[src/rtl/tsl1401_scan_sched_pkg.sv]
// Shared types and constants for the TSL1401 linear-sensor scan scheduler.
`timescale 1ns/1ps
package tsl1401_pkg;

  localparam int NPIX_DEFAULT = 128;
  localparam int PIX_W        = 7;

  typedef enum logic [3:0] {
    IDLE,
    SI_SETUP,
    SI_HIGH,
    SETTLE,
    TRIG,
    ADC_WAIT,
    CLK_LOW,
    TAIL_HIGH,
    TAIL_LOW,
    END,
    INTEG
  } state_e;

endpackage

[src/rtl/tsl1401_scan_sched_tick_cnt.sv]
// Reloadable down-counter; a state lasting D cycles loads D-1 on entry and leaves when zero is seen.
`timescale 1ns/1ps
module tsl1401_tick_cnt #(
  parameter int W = 16
) (
  input  logic         clk,
  input  logic         reset,
  input  logic         load,
  input  logic [W-1:0] load_val,
  output logic         zero
);

  logic [W-1:0] cnt_q, cnt_d;

  always_comb begin
    cnt_d = cnt_q;
    if (load) begin
      cnt_d = load_val;
    end else if (cnt_q != '0) begin
      cnt_d = cnt_q - W'(1);
    end
  end

  always_ff @(posedge clk or posedge reset) begin
    if (reset) begin
      cnt_q <= '0;
    end else begin
      cnt_q <= cnt_d;
    end
  end

  assign zero = (cnt_q == '0);

endmodule

[src/rtl/tsl1401_scan_sched.sv]
// TSL1401 SI/CLK sequencer that parks the sensor clock high until the ADC reports each pixel converted.
`timescale 1ns/1ps
module tsl1401_scan_sched
  import tsl1401_pkg::*;
#(
  parameter int NPIX         = NPIX_DEFAULT,
  parameter int HALF_TICKS   = 5,
  parameter int SETTLE_TICKS = 3,
  parameter int ADC_TIMEOUT  = 255,
  parameter int INT_W        = 16
) (
  input  logic             clk,
  input  logic             reset,
  input  logic             start,
  input  logic             cont,
  input  logic [INT_W-1:0] int_ticks,
  input  logic             adc_done,
  output logic             sensor_clk,
  output logic             sensor_si,
  output logic             adc_trig,
  output logic [PIX_W-1:0] pix_idx,
  output logic             busy,
  output logic             frame_done,
  output logic             err_timeout
);

  localparam int CW = (INT_W > 16) ? INT_W : 16;
  localparam logic [CW-1:0]    HALF_M1   = CW'(HALF_TICKS - 1);
  localparam logic [CW-1:0]    SETTLE_M1 = CW'(SETTLE_TICKS - 1);
  localparam logic [CW-1:0]    TMO_M1    = CW'(ADC_TIMEOUT - 1);
  localparam logic [PIX_W-1:0] LAST_PIX  = PIX_W'(NPIX - 1);

  state_e           state_q, state_d;
  logic [PIX_W-1:0] pix_q, pix_d;
  logic             err_q, err_d;
  logic             tick_load, tick_zero;
  logic [CW-1:0]    tick_val;

  logic             sensor_clk_q, sensor_clk_d;
  logic             sensor_si_q, sensor_si_d;
  logic             adc_trig_q, adc_trig_d;
  logic [PIX_W-1:0] pix_idx_q, pix_idx_d;
  logic             busy_q, busy_d;
  logic             frame_done_q, frame_done_d;

  tsl1401_tick_cnt #(.W(CW)) u_tick (
    .clk      (clk),
    .reset    (reset),
    .load     (tick_load),
    .load_val (tick_val),
    .zero     (tick_zero)
  );

  always_ff @(posedge clk or posedge reset) begin
    if (reset) begin
      state_q      <= IDLE;
      pix_q        <= '0;
      err_q        <= 1'b0;
      sensor_clk_q <= 1'b0;
      sensor_si_q  <= 1'b0;
      adc_trig_q   <= 1'b0;
      pix_idx_q    <= '0;
      busy_q       <= 1'b0;
      frame_done_q <= 1'b0;
    end else begin
      state_q      <= state_d;
      pix_q        <= pix_d;
      err_q        <= err_d;
      sensor_clk_q <= sensor_clk_d;
      sensor_si_q  <= sensor_si_d;
      adc_trig_q   <= adc_trig_d;
      pix_idx_q    <= pix_idx_d;
      busy_q       <= busy_d;
      frame_done_q <= frame_done_d;
    end
  end

  always_comb begin
    state_d   = state_q;
    pix_d     = pix_q;
    err_d     = err_q;
    tick_load = 1'b0;
    tick_val  = HALF_M1;
    case (state_q)
      IDLE: if (start) begin
        state_d = SI_SETUP; tick_load = 1'b1; pix_d = '0; err_d = 1'b0;
      end
      SI_SETUP: if (tick_zero) begin
        state_d = SI_HIGH; tick_load = 1'b1;
      end
      SI_HIGH: if (tick_zero) begin
        state_d = SETTLE; tick_load = 1'b1; tick_val = SETTLE_M1;
      end
      SETTLE: if (tick_zero) state_d = TRIG;
      TRIG: begin
        state_d = ADC_WAIT; tick_load = 1'b1; tick_val = TMO_M1;
      end
      // A timeout is treated exactly like a late adc_done, apart from the sticky flag.
      ADC_WAIT: if (adc_done || tick_zero) begin
        state_d = CLK_LOW; tick_load = 1'b1;
        if (!adc_done) err_d = 1'b1;
      end
      CLK_LOW: if (tick_zero) begin
        tick_load = 1'b1;
        if (pix_q == LAST_PIX) begin
          state_d = TAIL_HIGH;
        end else begin
          state_d = SETTLE; tick_val = SETTLE_M1; pix_d = pix_q + PIX_W'(1);
        end
      end
      TAIL_HIGH: if (tick_zero) begin
        state_d = TAIL_LOW; tick_load = 1'b1;
      end
      TAIL_LOW: if (tick_zero) state_d = END;
      // int_ticks is captured into the counter here, so later changes wait for the next frame end.
      END: begin
        if (!cont) begin
          state_d = IDLE;
        end else if (int_ticks == '0) begin
          state_d = SI_SETUP; tick_load = 1'b1; pix_d = '0;
        end else begin
          state_d = INTEG; tick_load = 1'b1; tick_val = CW'(int_ticks) - CW'(1);
        end
      end
      INTEG: if (tick_zero) begin
        state_d = SI_SETUP; tick_load = 1'b1; pix_d = '0;
      end
      default: state_d = IDLE;
    endcase
  end

  always_comb begin
    sensor_clk_d = 1'b0;
    sensor_si_d  = 1'b0;
    adc_trig_d   = 1'b0;
    frame_done_d = 1'b0;
    busy_d       = (state_q != IDLE);
    pix_idx_d    = pix_idx_q;
    case (state_q)
      SI_SETUP: begin sensor_si_d = 1'b1; pix_idx_d = '0; end
      SI_HIGH:  begin sensor_si_d = 1'b1; sensor_clk_d = 1'b1; end
      SETTLE, ADC_WAIT, TAIL_HIGH: sensor_clk_d = 1'b1;
      TRIG:     begin sensor_clk_d = 1'b1; adc_trig_d = 1'b1; pix_idx_d = pix_q; end
      END:      frame_done_d = 1'b1;
      default:  ;
    endcase
  end

  assign sensor_clk  = sensor_clk_q;
  assign sensor_si   = sensor_si_q;
  assign adc_trig    = adc_trig_q;
  assign pix_idx     = pix_idx_q;
  assign busy        = busy_q;
  assign frame_done  = frame_done_q;
  assign err_timeout = err_q;

endmodule

[config.mk]
export PLATFORM = sky130hd
export DESIGN_NAME = tsl1401_scan_sched
export DESIGN_NICKNAME = d
export VERILOG_FILES = /design/src/rtl/tsl1401_scan_sched_pkg.sv /design/src/rtl/tsl1401_scan_sched_tick_cnt.sv /design/src/rtl/tsl1401_scan_sched.sv
export SDC_FILE = /design/constraint.sdc
export NUM_CORES = 1
export LEC_CHECK = 0
export ABC_CLOCK_PERIOD_IN_PS = 3000
export CORE_ASPECT_RATIO = 1.75
export CORE_MARGIN = 1.5
export CORE_UTILIZATION = 45
export DETAILED_ROUTE_END_ITERATION = 10
export PLACE_DENSITY = 0.68
export REMOVE_ABC_BUFFERS = 1
export SLEW_MARGIN = 10
export SYNTH_ARGS = -nofsm -noshare
export SYNTH_HDL_FRONTEND = slang
export SYNTH_SLANG_ARGS = --single-unit
[constraint.sdc]
create_clock -name clk -period 3 [get_ports clk]
set_clock_uncertainty 0.1 [all_clocks]
set_input_delay 0.6 -clock clk [delete_from_list [all_inputs] [get_ports clk]]
set_output_delay 0.6 -clock clk [all_outputs]
set_load 0.05 [all_outputs]
==> results.json <==
{
  "place_congestion": 0.866,
  "ios": 34,
  "synthCells": 272,
  "start_kind": "primary input",
  "switchingPower_w": 0.00103,
  "cp_cell_sequence": "clkdlybuf4s50_1, inv_1, ha_1, or3b_1, or3_4, o31ai_4, nand3_1, a22o_1",
  "multi_input_comb_area_sq_um": 1370,
  "final_layout_size_suffix_gt1_share_pct": 11.4,
  "cp.required_ps": 3100,
  "worst_pin_slew_ps": 585,
  "p_sw_share_pct": 41.7,
  "slew_viol_final": 0,
  "fmax_mhz": 374,
  "clock_latency_ps": 300,
  "grt_pass1_wl_um": 10500,
  "fin_ws_ps": 327,
  "hpwl_um": 4640,
  "sequentialPowerShare_pct": 38.1,
  "combPwrFrac_pct": 43.6,
  "power_leakage_nw": 1.21,
  "setup_viol": 0,
  "cpLargestDelayFamily": "simple AND/OR/NAND/NOR gates",
  "worst-path-max-fanout": 8,
  "rows": 35,
  "hold_buffers": 0,
  "worstSetupPathType": "in -> reg",
  "period_minus_slack_ps": 2670,
  "reg2reg_slack_ps": 560,
  "clockBufferDepth": 2,
  "start_util_pct": 46.8,
  "dr.pass1.iters": 4,
  "pwr-share-clk_pct": 18.2,
  "async_flop_share_pct": 100,
  "avgViaCountPerCell": 5.71,
  "via_count": 2223,
  "cp.depth": 8,
  "crit_buf_inv": 2,
  "holdWs_ps": 399,
  "cts_buffers": 5,
  "worst-r2r-cell-count": 5,
  "hold_viol": 0,
  "h-tree-depth": 2,
  "drc": 0,
  "cap_violations": 0,
  "cellPowerDensity_nw_per_um2": 801,
  "yosysSeqAreaShare_pct": 40.4,
  "critPathLaunch": "int_ticks[1]",
  "rsz0062_at_grt": "no",
  "synth.cell_area_sq_um": 2480,
  "synth_edf_count": 0,
  "post-cts-setup-buffers": 0,
  "die_area_sq_um": 5980,
  "n_fill_cell": 466,
  "tritoncts": "done",
  "synth_seq_cells": 40,
  "drt_wl_total_um": 6190,
  "numClockSinks": 40,
  "grt_pass1_vias": 2314,
  "cp-endpoint": "pix_q[3]$_DFFE_PP0P_",
  "ctsRootBufferMaster": "clkbuf_8",
  "nets": 339,
  "avgSynthCellArea_sq_um": 9.11,
  "synth_largest_area_cell": "dfrtp_1",
  "synth_top_flop_cell": "dfrtp_1",
  "die_w_um": 59.1,
  "vdd_drop_max_uv": 492,
  "initialDrtViolationCount": 133,
  "die_h_um": 101,
  "outcome": "complete, no violations",
  "maxSlewHeadroom_pct": 61.0,
  "ys_warn_count": 0,
  "core-area_sq_um": 5300,
  "dp_slack_ps": -19.5,
  "regArea_sq_um": 1000,
  "antenna_found_initial": 0,
  "grt_max_degree": 41,
  "endpoint_kind": "register",
  "post_synth_num_cell_types": 55,
  "cp_slowest_stage_delay_ps": 420,
  "wire_per_inst_um": 15.9,
  "synth_top_area_share_pct": 40.4,
  "hold_path.class": "reg -> reg",
  "clk_pin_slew_ps": 90,
  "reg2reg_from": "u_tick.cnt_q[7]$_DFFE_PP0P_",
  "worstPathArrival_ps": 2770,
  "area_growth_syn_to_layout_pct": 24.0,
  "ctsResizeCount": 0,
  "slowest_stage": "clkdlybuf4s50_1",
  "synth_area_leaders": "dfrtp_1 40%, xnor2_1 6.0%, xor2_1 3.9%",
  "p_int_w": 0.00144,
  "fin_crit_sh_pct": 89.1,
  "grt_overflow": 0,
  "postRouteAntennaNets": 0,
  "worst_r2r_endpoint": "u_tick.cnt_q[3]$_DFFE_PP0P_",
  "portBuffers": 33,
  "grt.total_usage_pct": 23.1,
  "insertedDiodeCount": 0
}
[synthesized netlist by cell type (all sizes together) (7+ instances only)]
library cell / instances
a21oi: 11
a22o: 9
clkbuf: 11
dfrtp: 40
inv: 12
nand2: 15
nand3: 10
nor2: 19
nor3: 19
nor4: 8
o21ai: 12
o22ai: 10
or4: 7
xnor2: 17
xor2: 11
[power groups by stage]
stage	Combinational, W	Clock [W]	Sequential [W]
after global routing	0.00119	0.000476	0.000976
after CTS	0.00107	0.000457	0.000936
final	0.00107	0.000449	0.000938
after global placement	0.00105	0	0.000941
after detailed placement	0.00107	0	0.000948
after floorplan	0.000679	0	0.000985
[state kept, by name, indices dropped and copies added (netlist names)]
register      count
frame_done        1
state_q           4
busy              1
err_timeout       1
sensor_clk        1
pix_q             7
u_tick.cnt_q     16
adc_trig          1
sensor_si         1
pix_idx           7
[area by class of cell]
class                   instances  share of cell area, %
inverters                      12                   1.47
clock inverters                 3                   1.38
repair buffers                 49                   14.7
well taps                      74                   3.01
clock buffers                   5                   2.24
flip-flops and latches         40                   32.6
multi-input cells             206                   44.6
[logic make-up (layout without fill, tap and decap cells)]
| kind of cell | count (synthesis) | in the layout | synth area share, % |
|---|---|---|---|
| simple gates | 105 | 105 | 23.4 |
| compound gates | 66 | 66 | 18.8 |
| flops | 40 | 40 | 40.4 |
| xor+xnor | 28 | 28 | 9.90 |
| buf+inv | 26 | 69 | 4.24 |
| fa+ha+maj | 4 | 4 | 2.02 |
| mux | 3 | 3 | 1.21 |
[metrics by stage]
| stage | area [sq um] | total power, W | util (%) | instances | TNS (ps) |
|---|---|---|---|---|---|
| floorplan | 2420 | 0.00166 | - | 258 | 0 |
| global placement | 2960 | 0.00199 | 55.9 | 381 | 0 |
| detailed placement | 2960 | 0.00201 | 55.9 | 381 | -19.5 |
| CTS | 3070 | 0.00247 | 58.0 | 389 | 0 |
| global route | 3070 | 0.00264 | 58.0 | 389 | 0 |
| finish | 3070 | 0.00246 | 58.0 | 389 | 0 |
[cell usage in the layout, fill, tap and decap left out, drive strengths merged, types with 4 or more instances in the layout]
master | netlist | final
dfrtp | 40 | 40
clkdlybuf4s50 | 0 | 33
nor3 | 19 | 19
nor2 | 19 | 19
xnor2 | 17 | 17
buf | 3 | 16
nand2 | 15 | 15
inv | 12 | 12
o21ai | 12 | 12
xor2 | 11 | 11
a21oi | 11 | 11
o22ai | 10 | 10
nand3 | 10 | 10
a22o | 9 | 9
nor4 | 8 | 8
or4 | 7 | 7
nand2b | 5 | 5
clkbuf | 11 | 5
or3 | 5 | 5
ha | 4 | 4
o31ai | 4 | 4
[layer usage]
metal | global-route usage (%) | wire length [um]
met2 | 43.1 | 3530
met5 | 0 | 0
met3 | 3.58 | 147
met4 | 9.97 | 178
met1 | 24.8 | 2340
[worst min-delay path by stage]
| stage | start | end | slack, ps | depth (start not counted) |
|---|---|---|---|---|
| floorplan | pix_q[6]$_DFFE_PP0P_ | pix_idx[6]$_DFFE_PP0P_ | 400 | 1 |
| global placement | err_timeout$_DFFE_PP0P_ | err_timeout$_DFFE_PP0P_ | 380 | 1 |
| detailed placement | err_timeout$_DFFE_PP0P_ | err_timeout$_DFFE_PP0P_ | 380 | 1 |
| CTS | err_timeout$_DFFE_PP0P_ | err_timeout$_DFFE_PP0P_ | 400 | 1 |
| global route | err_timeout$_DFFE_PP0P_ | err_timeout$_DFFE_PP0P_ | 410 | 1 |
| finish | err_timeout$_DFFE_PP0P_ | err_timeout$_DFFE_PP0P_ | 400 | 1 |
Power figures use the tool's default switching activity.
